==> src/rtl/branch_tournament.sv <==
// ============================================================================
// Module   : branch_tournament
// Brief    : Tournament branch predictor. A bimodal table and a gshare table
//            each vote, and a chooser table picks which vote to trust. Tables
//            learn from resolved conditional branches. Mispredict statistics
//            are kept alongside.
// Revision : 1.0  initial release
// ============================================================================
`default_nettype none

module branch_tournament #(
  parameter int INDEX_W = 6,
  parameter int CTR_W   = 2,
  parameter int CNT_W   = 16
) (
  input  logic               clk,
  input  logic               rst,
  // lookup side
  input  logic               lk_valid,
  input  logic [31:0]        lk_pc,
  output logic               pred_valid,
  output logic               pred_taken,
  output logic               pred1,
  output logic               pred2,
  output logic [INDEX_W-1:0] pred_ghr,
  // resolution side
  input  logic               res_valid,
  input  logic [31:0]        res_inst,
  input  logic [31:0]        res_pc,
  input  logic               res_taken,
  input  logic               res_pred,
  input  logic               res_p1,
  input  logic               res_p2,
  input  logic [INDEX_W-1:0] res_ghr,
  output logic               mispredict,
  output logic               miss1,
  output logic               miss2,
  // statistics
  input  logic               stat_clr,
  output logic [CNT_W-1:0]   branch_cnt,
  output logic [CNT_W-1:0]   miss_cnt
);

  localparam int               c_DEPTH    = 1 << INDEX_W;
  localparam logic [CTR_W-1:0] c_CTR_INIT = CTR_W'((1 << (CTR_W - 1)) - 1);
  localparam logic [CTR_W-1:0] c_CTR_MAX  = {CTR_W{1'b1}};
  localparam logic [CTR_W-1:0] c_CTR_MIN  = '0;
  localparam logic [CNT_W-1:0] c_CNT_MAX  = {CNT_W{1'b1}};
  localparam logic [6:0]       c_OP_BRANCH = 7'b1100011;

  logic [CTR_W-1:0]   r_bim [c_DEPTH];
  logic [CTR_W-1:0]   r_gsh [c_DEPTH];
  logic [CTR_W-1:0]   r_cho [c_DEPTH];
  logic [INDEX_W-1:0] r_ghr;

  logic               r_pred_valid, r_pred_taken, r_pred1, r_pred2;
  logic [INDEX_W-1:0] r_pred_ghr;
  logic               r_mispredict, r_miss1, r_miss2;
  logic [CNT_W-1:0]   r_branch_cnt, r_miss_cnt;

  logic [INDEX_W-1:0] w_lk_bidx, w_lk_gidx, w_res_bidx, w_res_gidx;
  logic               w_lk_p1, w_lk_p2, w_lk_cho;
  logic               w_qual, w_mis, w_mis1, w_mis2;
  logic               w_unused;

  // Saturating counter steps
  function automatic logic [CTR_W-1:0] f_inc(input logic [CTR_W-1:0] v);
    return (v == c_CTR_MAX) ? v : v + CTR_W'(1);
  endfunction

  function automatic logic [CTR_W-1:0] f_dec(input logic [CTR_W-1:0] v);
    return (v == c_CTR_MIN) ? v : v - CTR_W'(1);
  endfunction

  assign w_lk_bidx  = lk_pc[INDEX_W+1:2];
  assign w_lk_gidx  = w_lk_bidx ^ r_ghr;
  assign w_res_bidx = res_pc[INDEX_W+1:2];
  assign w_res_gidx = w_res_bidx ^ res_ghr;

  // Table reads use the current contents, so a same-cycle update is not seen
  assign w_lk_p1  = r_bim[w_lk_bidx][CTR_W-1];
  assign w_lk_p2  = r_gsh[w_lk_gidx][CTR_W-1];
  assign w_lk_cho = r_cho[w_lk_bidx][CTR_W-1];

  assign w_qual = res_valid && (res_inst[6:0] == c_OP_BRANCH);
  assign w_mis  = res_taken != res_pred;
  assign w_mis1 = res_taken != res_p1;
  assign w_mis2 = res_taken != res_p2;

  // Address bits outside the index field and non-opcode bits are not needed
  assign w_unused = ^{lk_pc[31:INDEX_W+2], lk_pc[1:0],
                      res_pc[31:INDEX_W+2], res_pc[1:0], res_inst[31:7]};

  // Predictor tables, chooser and global history: train on qualified branches
  always_ff @(posedge clk) begin
    if (rst) begin
      for (int i = 0; i < c_DEPTH; i++) begin
        r_bim[i] <= c_CTR_INIT;
        r_gsh[i] <= c_CTR_INIT;
        r_cho[i] <= c_CTR_INIT;
      end
      r_ghr <= '0;
    end else if (w_qual) begin
      r_bim[w_res_bidx] <= res_taken ? f_inc(r_bim[w_res_bidx]) : f_dec(r_bim[w_res_bidx]);
      r_gsh[w_res_gidx] <= res_taken ? f_inc(r_gsh[w_res_gidx]) : f_dec(r_gsh[w_res_gidx]);
      // Chooser moves toward whichever component alone got it right
      if (w_mis1 && !w_mis2) begin
        r_cho[w_res_bidx] <= f_inc(r_cho[w_res_bidx]);
      end else if (!w_mis1 && w_mis2) begin
        r_cho[w_res_bidx] <= f_dec(r_cho[w_res_bidx]);
      end
      r_ghr <= {r_ghr[INDEX_W-2:0], res_taken};
    end
  end

  // Registered lookup result; prediction fields hold when no lookup arrives
  always_ff @(posedge clk) begin
    if (rst) begin
      r_pred_valid <= 1'b0;
      r_pred_taken <= 1'b0;
      r_pred1      <= 1'b0;
      r_pred2      <= 1'b0;
      r_pred_ghr   <= '0;
    end else begin
      r_pred_valid <= lk_valid;
      if (lk_valid) begin
        r_pred1      <= w_lk_p1;
        r_pred2      <= w_lk_p2;
        r_pred_ghr   <= r_ghr;
        r_pred_taken <= w_lk_cho ? w_lk_p2 : w_lk_p1;
      end
    end
  end

  // Single-cycle miss flags following each qualified resolution
  always_ff @(posedge clk) begin
    if (rst) begin
      r_mispredict <= 1'b0;
      r_miss1      <= 1'b0;
      r_miss2      <= 1'b0;
    end else begin
      r_mispredict <= w_qual && w_mis;
      r_miss1      <= w_qual && w_mis1;
      r_miss2      <= w_qual && w_mis2;
    end
  end

  // Saturating statistics; clear wins over a same-cycle increment
  always_ff @(posedge clk) begin
    if (rst || stat_clr) begin
      r_branch_cnt <= '0;
      r_miss_cnt   <= '0;
    end else if (w_qual) begin
      if (r_branch_cnt != c_CNT_MAX) r_branch_cnt <= r_branch_cnt + CNT_W'(1);
      if (w_mis && (r_miss_cnt != c_CNT_MAX)) r_miss_cnt <= r_miss_cnt + CNT_W'(1);
    end
  end

  assign pred_valid = r_pred_valid;
  assign pred_taken = r_pred_taken;
  assign pred1      = r_pred1;
  assign pred2      = r_pred2;
  assign pred_ghr   = r_pred_ghr;
  assign mispredict = r_mispredict;
  assign miss1      = r_miss1;
  assign miss2      = r_miss2;
  assign branch_cnt = r_branch_cnt;
  assign miss_cnt   = r_miss_cnt;

endmodule

`default_nettype wire

==> config.mk <==
export PLATFORM = sky130hd
export DESIGN_NAME = branch_tournament
export DESIGN_NICKNAME = d
export VERILOG_FILES = /design/src/rtl/branch_tournament.sv
export SDC_FILE = /design/constraint.sdc
export NUM_CORES = 1
export LEC_CHECK = 0
export CAP_MARGIN = 20
export CORE_UTILIZATION = 58
export DETAILED_ROUTE_END_ITERATION = 16
export GPL_TIMING_DRIVEN = 0
export MAX_ROUTING_LAYER = met4
export PLACE_DENSITY = 0.78
export SKIP_CTS_REPAIR_TIMING = 1
export SLEW_MARGIN = 10
export SYNTH_ARGS = -nofsm -noshare
export SYNTH_HDL_FRONTEND = slang
export SYNTH_SLANG_ARGS = --single-unit
==> constraint.sdc <==
create_clock -name clk -period 5.9 [get_ports clk]
set_clock_uncertainty 0.15 [all_clocks]
set_input_delay 0.885 -clock clk [delete_from_list [all_inputs] [get_ports clk]]
set_output_delay 0.885 -clock clk [all_outputs]
set_load 0.01 [all_outputs]
# --- Word-level counts from Yosys, hierarchy flattened ---
# Memory sizes are Yosys's and may differ from the RTL's.
# Index checks and enable logic that the tools add are counted.
word_totals:
  ff_bits: 51
  input_bits: 111
  mem_bits_rw: 384
  elab_cells: 85
  mem_count: 3
  output_inout_bits: 45
memory_table:
  columns: ["name", "words", "word_bits", "rd", "rd_ports_with_merged_regs", "write_ports", "line", "rtl"]
  rows:
  - ["r_bim", 64, 2, 2, 0, 64, "51", "logic [CTR_W-1:0] r_bim [c_DEPTH];"]
  - ["r_cho", 64, 2, 2, 0, 64, "53", "logic [CTR_W-1:0] r_cho [c_DEPTH];"]
  - ["r_gsh", 64, 2, 2, 0, 64, "52", "logic [CTR_W-1:0] r_gsh [c_DEPTH];"]
op_classes:
  n_reduce_logical: 18
  mux: 33
  n_eq_ne: 9
  n_addsub: 8
  n_bitwise: 3
op_table:
  columns: ["op", "n"]
  rows:
  - ["adder 16 x 1 -> 16 bit, second input constant", 2]
  - ["inequality test 16 bit, second input constant", 2]
  - ["two-way mux 2 bit", 12]
  - ["two-way mux 1 bit", 18]
  - ["two-way mux 6 bit", 3]
  - ["XOR 6 bit", 2]
  - ["equality test 7 bit, second input constant", 1]
  - ["logical AND 1 bit", 7]
  - ["adder 2 x 1 -> 2 bit, second input constant", 3]
  - ["equality test 2 bit, second input constant", 3]
  - ["logical NOT 2 bit", 3]
  - ["OR reduction 2 bit", 3]
  - ["subtractor 2 x 1 -> 2 bit, second input constant", 3]
  - ["AND reduction 2 bit", 2]
  - ["inequality test 1 bit", 3]
  - ["logical NOT 1 bit", 2]
  - ["logical OR 1 bit", 1]
  - ["bitwise OR 1 bit", 1]

# --- Longest topological paths before layout ---
depth:
  ltp_word: 11
  mapped_depth: 13
  depth_no_buf: 8

# --- Least setup slack after synthesis ---
# No wires, ideal clock.
synth_path:
  path_type: "input -> register"
  startpoint: "input res_pc[3]"
  endpoint: "memory r_gsh[1][0] (data pin)"
  arrival_time_ns: 3.232
  required_ns: 5.464
  path_buffers: 4
  setup_ns: 0.286
  cell_stages: 11
  path_slack_ns: 2.232
  path_cell_list: "buf_4 xor2_2 buf_4 clkbuf_4 mux4_2 a22oi_1 o211ai_1 or4_4 o21ai_2 buf_4 nand4_1"
synth_lines:
  columns: ["element", "line", "rtl"]
  rows:
  - ["start: declaration", "29", "input logic [31:0] res_pc,"]
  - ["end: declaration", "52", null]

==> results.toml <==
[synthesis]
yosys_register_bits = 435
synth-compound-area-share = 0.1009
ys.flop_type = "edfxtp_1"
syn_inst = 1974
synth_area_sq_mm = 0.02355
avgSynthCellArea_sq_um = 11.93
synth_top_family_by_area = "simple AND/OR/NAND/NOR gates"
synthMuxAreaShare = 0.1319
synth_xor_xnor_area_share = 0.01700
yosysSeqAreaShare = 0.5331
ys_types = 71
synth_enable_flop_cells = 384
synth-simple-area-share = 0.1667
synth_fa_ha_area_frac = 0.003773
synth_async_sr_flop_share = 0
synth_nets = 2087
yosysWarnings = 0

[timing]
worst_pin_slew_ns = 1.277
fin_ws_ns = 0.5534
setup_violations = 0
hold_violations = 0
maxSlewViolCount = 0
period_minus_slack_ns = 5.347
max_freq_mhz = 187.0
slew-limit-headroom = 0.1456
fin_crit_sh = 0.9062
rsz0062_at_grt = "false"

[route]
highest_layer = "met4"
wl_per_cell_um = 34.50
first_pass_iters = 7
num_vias = 20000
drt-total-wl_um = 91660
antenna_left = 0
dr_wl_met3_um = 13870
via_per_inst = 7.528
dr_wl_met2_um = 40660
drc = 0
wl_met1_um = 30120
drt-initial-drc-count = 3529

[power]
power_density_mw_per_mm2 = 280.1
power_switching_mw = 2.027
power_frac_comb = 0.145
switching_share = 0.2740
p_total_mw = 7.399
peakVddDrop_mv = 0.2926
p_clk_frac = 0.392
leakagePower_nw = 8.141
seqPwrFrac = 0.463
internal_power_mw = 5.371

[layout]
drive_gt1_frac = 0.1623
final_common_cell = "edfxtp_1"
layout_common_cells = "edfxtp_1, nand3_1, nor3_1, clkbuf_1, nor2_1"
nNetsFinal = 2209
fillers = 3043
area_growth_pct = 12.17
diodes = 0

[critical_path]
cp.required_ns = 6.05
crit_path_frequent_cell = "buf_2"
endpoint_kind = "flip-flop"
crit_family = "buffers and inverters"
critical_path.slowest_cell = "nor2_1"
critPathLaunchType = "primary input"
cp_cell_sequence = "clkdlybuf4s50_1 -> buf_2 -> buf_2 -> buf_2 -> buf_4 -> nand2_1 -> nor2_1 -> clkbuf_1 -> a21o_1"
slowest_delay_ns = 1.05
arrival_ns = 5.50
crit_fanout = 10
path_class = "in2reg"
cp_num_buf_inv = 6

[grt]
grt_max_degree = 15
grt_pass1_vias = 19250
antenna_found_initial = 0
grt_usage = 0.4606
gr-total-overflow = 0
grt_pass1_wl_um = 130600

[cts]
numCtsBuffers = 47
clockBufferDepth = 3
cts-root-buf = "clkbuf_16"
clk_latency_ns = 0.59
path_clk_slew_ns = 0.06
clkSinkCount = 435
htreeDepth = 2
cts_tree = "built"

[placed_design]
dp_slack_ns = 0.3667
port-buffer-count = 68
routabilityCongestion = 1.031
dp_hpwl_um = 64040

[worst_hold_path]
worstHoldPathType = "reg2reg"

[job]
drv_cap = 0

[die]
coreArea_sq_mm = 0.03991
start_util = 0.5899
fp.dieW_um = 203.5
die_h_um = 203.5
dieArea_sq_mm = 0.04141
rows = 73
io_pins = 156

[status]
status = "complete, no violations"
## cell type report
class,count,area (sq um),area share
Clock inverter,20,146.4,0.005543
Clock buffer,65,1318,0.04988
Timing Repair Buffer,73,719.4,0.02724
Tap cell,525,656.9,0.02487
Sequential cell,435,12550,0.4752
Inverter,10,37.54,0.001421
Multi-Input combinational cell,1315,9922,0.3757
Buffer,214,1060,0.04013
## sequential cells by signal (all words and copies together) (netlist names)
name	flops
miss_cnt	16
miss2	1
pred2	1
miss1	1
pred_taken	1
pred_valid	1
r_ghr	6
pred1	1
r_bim	128
mispredict	1
branch_cnt	16
r_gsh	128
r_cho	128
pred_ghr	6
## stage by stage
step / hold WS [ns] / std cells / instance area, sq um / utilization / setup TNS (ns)
6_report: 0.3526 / 2657 / 26410 / 0.6617 / 0
5_1_grt: 0.3810 / 2657 / 26410 / 0.6617 / 0
4_1_cts: 0.3548 / 2656 / 26400 / 0.6615 / 0
3_5_place_dp: 0.3355 / 2571 / 24940 / 0.6248 / 0
3_3_place_gp: 0.3316 / 2567 / 24880 / 0.6234 / -2.770
2_1_floorplan: 0.3186 / 1974 / 23550 / - / 0
## power groups by stage
| stage | Sequential, mW | Combinational (mW) | Clock, mW |
|---|---|---|---|
| floorplan | 3.47 | 0.654 | 0 |
| global placement | 3.48 | 1.00 | 0 |
| detailed placement | 3.49 | 1.02 | 0 |
| CTS | 3.42 | 1.02 | 2.88 |
| global route | 3.43 | 1.09 | 2.98 |
| finish | 3.42 | 1.07 | 2.90 |
## worst paths after layout
kind	start	to	slack (ns)	cells past startpoint
setup / recovery	res_pc[4]	r_cho[36][1]$_SDFFCE_PN0P_	0.55	9
setup reg to reg	r_ghr[1]$_SDFFE_PP0P_	pred_taken$_SDFFE_PP0P_	2.54	8
hold reg to reg	pred_ghr[4]$_SDFFE_PP0P_	pred_ghr[4]$_SDFFE_PP0P_	0.35	2
hold / removal	pred_ghr[4]$_SDFFE_PP0P_	pred_ghr[4]$_SDFFE_PP0P_	0.35	2
## worst min-delay path: cells and delay by family (launching register included)
family | cells | cell delay [ns]
flops | 1 | 0.32
simple gates | 1 | 0.08
mux | 1 | 0.06
## synth_stat cells (13+ instances only)
library cell	instances	share of area
mux4_2	102	0.098
edfxtp_1	384	0.49
buf_2	55	0.012
o22ai_1	13	0.0035
clkbuf_1	119	0.019
nand3_1	178	0.038
a221oi_1	32	0.012
a22oi_1	26	0.0083
nand2_1	98	0.016
nor2_1	112	0.018
mux2_2	31	0.015
xor2_1	22	0.0082
nand4_1	39	0.010
o21bai_1	64	0.020
o21ai_0	18	0.0038
dfxtp_1	51	0.043
buf_6	17	0.0081
a21oi_1	29	0.0062
mux2i_1	37	0.016
or2_2	33	0.0088
xnor2_1	20	0.0074
nor4_1	57	0.015
a21o_1	98	0.031
buf_4	15	0.0048
nor3_1	170	0.036
## per-layer routing
metal,track usage,vias to the layer above
met5,-,-
met4,0.2938,0
met3,0.1230,487
met2,0.6806,1997
met1,0.5622,9560
li1,-,7959
## kinds of logic after synthesis
| group | after synthesis |
|---|---|
| buf+inv | 224 |
| fa+ha+maj | 8 |
| flops | 435 |
| simple gates | 769 |
| mux | 174 |
| xor+xnor | 44 |
| compound gates | 320 |
(Power assumes the default switching activity.)
==> RTL edit 1 (same settings) <==
The parameter `CTR_W` goes from 2 to 1.
--- a/src/rtl/branch_tournament.sv
+++ b/src/rtl/branch_tournament.sv
@@ -12,3 +12,3 @@
   parameter int INDEX_W = 6,
-  parameter int CTR_W   = 2,
+  parameter int CTR_W   = 1,
   parameter int CNT_W   = 16
Behaviour: not the same (Yosys sat finds a counterexample within 4 cycles, from zero or initial values and one cycle with rst high).
==> RTL edit 1 against the original RTL <==
Critical path depth down 2. Synthesized cell count shrank 43%. Routed wire length down 62%. Sequential cell count fell by 192. Fmax increased by 41%. Final area fell by 46%. Power fell by 48%. Utilization increased by 1.7 points. Synthesized area fell by 47%. Global-route usage down 13 points. Setup slack improved by 1.5 ns. Critical endpoint is now r_cho[0].
==> RTL edit 1: results <==
{
  "run_status": "completed",
  "yosys-mux-area-fraction_pct": 10.3,
  "nNetsFinal": 1330,
  "yosys_warnings": 0,
  "ir_drop_mv": 0.202,
  "grt_pass1_wl_mm": 53.1,
  "synth_nets": 1235,
  "reg2reg_slack_ns": 2.96,
  "post-dp-hpwl_mm": 23.8,
  "route.met2.wl_mm": 16.6,
  "grt_pass1_vias": 9183,
  "critPathSlowestCell": "nor2_1",
  "worstMarginPinSlew_ns": 1.10,
  "wl_per_cell_um": 23.1,
  "synth_common_cells": "nor2_1 (260), edfxtp_1 (192), o21bai_1 (128), clkbuf_1 (78), a21o_1 (64)",
  "vias": 9683,
  "synth.distinct_cells": 59,
  "grt_antenna_before_repair": 0,
  "wl_met3_mm": 4.01,
  "cp_slowest_stage_delay_ns": 0.86,
  "clockBufferDepth": 3,
  "synthArstFlopShare_pct": 0,
  "root_buffer": "clkbuf_16",
  "cts_max_level": 1,
  "cts_buffers": 26,
  "reg2reg_depth": 7,
  "drt_iter0_drc": 1246,
  "hold_path_depth": 2,
  "die-area_um2": 22200,
  "hp-class": "register to register",
  "top_layer_used": "met4",
  "leakagePower_nw": 4.69,
  "port_buffers": 67,
  "dr.pass1.iters": 5,
  "synth_xor_area_share_pct": 3.00,
  "synth_edf_count": 192,
  "path_clk_slew_ns": 0.06,
  "diodes": 0,
  "path_max_fanout": 10,
  "drive_gt1_share_pct": 8.33,
  "synth-compound-area-share_pct": 14.5,
  "grt_max_degree": 14,
  "clock_latency_ns": 0.53,
  "wl_met1_mm": 13.1,
  "drt_drc_violations_left": 0,
  "gp_routability_congestion": 0.939,
  "synth.area.top_cells": "edfxtp_1 (46%), dfxtp_1 (8.2%), nor2_1 (7.8%)",
  "ys.flop_type": "edfxtp_1",
  "path_delay_family": "simple AND/OR/NAND/NOR gates",
  "grt_usage_pct": 33.0,
  "cp_data_arrival_time_ns": 3.90,
  "reg_top3": "r_bim (64), r_cho (64), r_gsh (64)",
  "synth-adder-area-share_pct": 0.200,
  "ys_seq_area_share_pct": 54.2
}
-- RTL edit 1: worst paths after layout --
path,endpoint,startpoint
min,pred2,pred2
min reg2reg,pred2,pred2
max reg2reg,pred2,r_ghr[1]
max,r_cho[0],res_inst[5]
-- RTL edit 1: stage by stage --
stage	cells	cell area, um2	setup slack (ns)	total power, mW	hold WS [ns]
2_1_floorplan	1122	12500	2.92	2.20	0.344
3_3_place_gp	1464	13500	1.63	2.31	0.310
3_5_place_dp	1464	13500	1.65	2.32	0.322
4_1_cts	1512	14300	2.19	3.81	0.331
5_1_grt	1512	14300	1.98	3.91	0.339
6_report	1512	14300	2.10	3.83	0.329
-- RTL edit 1: layer usage --
metal  vias up  track usage, %
li1       4260               -
met1      4706            41.9
met2       622            53.3
met3        95            7.09
met4         0            9.59
met5         -               -
-- RTL edit 1: area by class of cell --
class / instances / area [um2]
Sequential cell: 243 / 6790
Fill cell: 1575 / 6770
Multi-Input combinational cell: 784 / 5360
Clock buffer: 39 / 741
Timing Repair Buffer: 67 / 671
Buffer: 89 / 358
Tap cell: 275 / 344
Clock inverter: 9 / 41.3
Inverter: 6 / 22.5
-- RTL edit 1: worst min-delay path, cell delays in order, from the launching register on --
cell and delay, ns:
dfxtp_1 0.31, nand2b_1 0.06, o21ai_0 0.06
-- RTL edit 1: cells by family after synthesis --
logic type	after synthesis
and+or+nand+nor	419
AOI/OAI and AO/OA	247
DFF	243
buffers and inverters	95
muxes	74
xor gates and xnor gates	42
adders and majority gates	2
-- RTL edit 1: power by group --
group / switching [mW] / internal (mW) / total [mW]
clock network: 0.669 / 0.864 / 1.53
registers: 0.0206 / 1.91 / 1.93
logic: 0.216 / 0.149 / 0.365
==> RTL edit 2 (same settings) <==
Made on the original files. Register the input `lk_pc` before use, with the module's reset. The logic sees it one clock later. The other inputs are not delayed to match.
--- a/src/rtl/branch_tournament.sv
+++ b/src/rtl/branch_tournament.sv
@@ -50,2 +50,12 @@
 
+  logic [31:0] lk_pc_q;
+
+  always_ff @(posedge clk) begin
+    if (rst) begin
+      lk_pc_q <= '0;
+    end else begin
+      lk_pc_q <= lk_pc;
+    end
+  end
+
   logic [CTR_W-1:0]   r_bim [c_DEPTH];
@@ -74,3 +84,3 @@
 
-  assign w_lk_bidx  = lk_pc[INDEX_W+1:2];
+  assign w_lk_bidx  = lk_pc_q[INDEX_W+1:2];
   assign w_lk_gidx  = w_lk_bidx ^ r_ghr;
@@ -90,3 +100,3 @@
   // Address bits outside the index field and non-opcode bits are not needed
-  assign w_unused = ^{lk_pc[31:INDEX_W+2], lk_pc[1:0],
+  assign w_unused = ^{lk_pc_q[31:INDEX_W+2], lk_pc_q[1:0],
                       res_pc[31:INDEX_W+2], res_pc[1:0], res_inst[31:7]};
Check against the original RTL: not settled (the Yosys comparison gave no result); the edit may change what the design does.
==> RTL edit 2 against the original RTL <==
Sequential cell count increased by 6. Synthesized cell count up 2.3%. Die area grew 2.0%. Routed wire length shrank 0.81%. Count of clock-buffer cells in the layout fell by 4. Non-clock buffer count is 19 higher. Setup slack improved by 0.45 ns. Worst hold slack worse by 0.0040 ns. Synthesized area is 2.0% higher. Final area rose by 2.1%. Power grew 0.77%. Global-route usage fell by 1.2 points. Critical endpoint is now r_bim[39][0]. Largest cell class unchanged.
==> RTL edit 2: results <==
{
  "run_status": "completed",
  "met2_usage_pct": 61.5,
  "drt_iter0_drc": 3223,
  "route.met2.wl_mm": 38.4,
  "nFillCells": 3122,
  "synth.distinct_cells": 70,
  "placed_cell_area_um2": 25400,
  "swShare_pct": 27.9,
  "synth_common_cells": "edfxtp_1 (384), nor2_1 (144), nand2_1 (141), clkbuf_1 (135), nand3_1 (127)",
  "gp_routability_congestion": 1.05,
  "grt_pass1_wl_mm": 129,
  "port_buffers": 72,
  "ys_seq_area_share_pct": 52.8,
  "holdWs_ns": 0.349,
  "worstMarginPinSlew_ns": 1.27,
  "endpoint": "r_bim[39][0]",
  "met3_usage_pct": 14.7,
  "min_from": "pred_ghr[2]",
  "path_clk_slew_ns": 0.06,
  "drive_gt1_share_pct": 19.1,
  "fin_cells": 2721,
  "cp_data_arrival_time_ns": 5.03,
  "setup_ws_ns": 1.01,
  "reg2reg_slack_ns": 1.89,
  "post-dp-hpwl_mm": 63.7,
  "hold_path_depth": 2,
  "vias": 19800,
  "grt_max_degree": 14,
  "leakagePower_nw": 8.50,
  "wl_mm": 90.9,
  "reg_top3": "r_bim (128), r_cho (128), r_gsh (128)",
  "cts_buffers": 47,
  "clock_latency_ns": 0.61,
  "dr.pass1.iters": 6,
  "grt_use_met1_pct": 58.7,
  "ys.flop_type": "edfxtp_1",
  "wl_met1_mm": 33.0,
  "synth_nets": 2133,
  "crit_start": "res_pc[4]",
  "grt_pass1_vias": 18900,
  "regToRegEndpoint": "pred_taken",
  "reg2reg_depth": 9,
  "placed_cells": 2626,
  "nNetsFinal": 2264,
  "top_layer_used": "met4",
  "r2r_start": "lk_pc_q[5]",
  "synth.area.top_cells": "edfxtp_1 (48%), mux4_2 (8.7%), dfxtp_1 (4.8%)",
  "grt_usage_pct": 44.9,
  "wl_met3_mm": 14.1,
  "ir_drop_mv": 0.257,
  "cts_max_level": 2,
  "syn_avg_cell_area_um2": 11.9,
  "dp_slack_ns": 0.797,
  "hold_end": "pred_ghr[2]",
  "grt_antenna_before_repair": 4
}
## RTL edit 2: changes by cell type after synthesis, sizes merged, moves of 10 or more
cell and delta:
nand2 +43, a221oi -17, mux2i +10, or2 +35, clkbuf +15, nor3 -28, o21bai -39, nand3 -56
nor2 +32, nor4 +11, nand4 +15
## RTL edit 2: power groups by stage
| stage | combinational, mW | clock (mW) | sequential (mW) |
|---|---|---|---|
| after floorplan | 0.659 | 0 | 3.52 |
| after global placement | 1.02 | 0 | 3.54 |
| after detailed placement | 1.03 | 0 | 3.54 |
| after CTS | 1.04 | 2.86 | 3.47 |
| after global routing | 1.11 | 2.96 | 3.48 |
| final | 1.09 | 2.89 | 3.47 |
## RTL edit 2: kinds of logic (layout without fill, tap and decap cells)
family	count (synthesis)	after routing	synth area share [%]
simple gates	831	831	18.9
flops	441	441	52.7
compound gates	281	281	8.53
buf+inv	233	398	4.61
mux	177	177	13.0
xor+xnor	49	49	1.90
fa+ha+maj	8	8	0.370
other cells	0	4	0
## RTL edit 2: area by class of cell
| cell class | count | area (um2) | area share, % |
|---|---|---|---|
| flip-flops and latches | 441 | 12700 | 47.0 |
| inverters | 9 | 33.8 | 0.125 |
| plain buffers | 224 | 1070 | 3.99 |
| clock inverters | 22 | 164 | 0.608 |
| repair buffers | 82 | 826 | 3.06 |
| well taps | 532 | 666 | 2.47 |
| multi-input cells | 1346 | 10200 | 38.0 |
| diodes | 4 | 10.0 | 0.0371 |
| clock buffers | 61 | 1270 | 4.71 |
## RTL edit 2: critical path: stages
cell,delay (ns)
clkdlybuf4s50_1,0.63
buf_4,0.34
buf_6,0.25
buf_2,0.42
and3_1,0.36
clkbuf_1,0.94
clkbuf_1,1.01
nand3_1,0.15
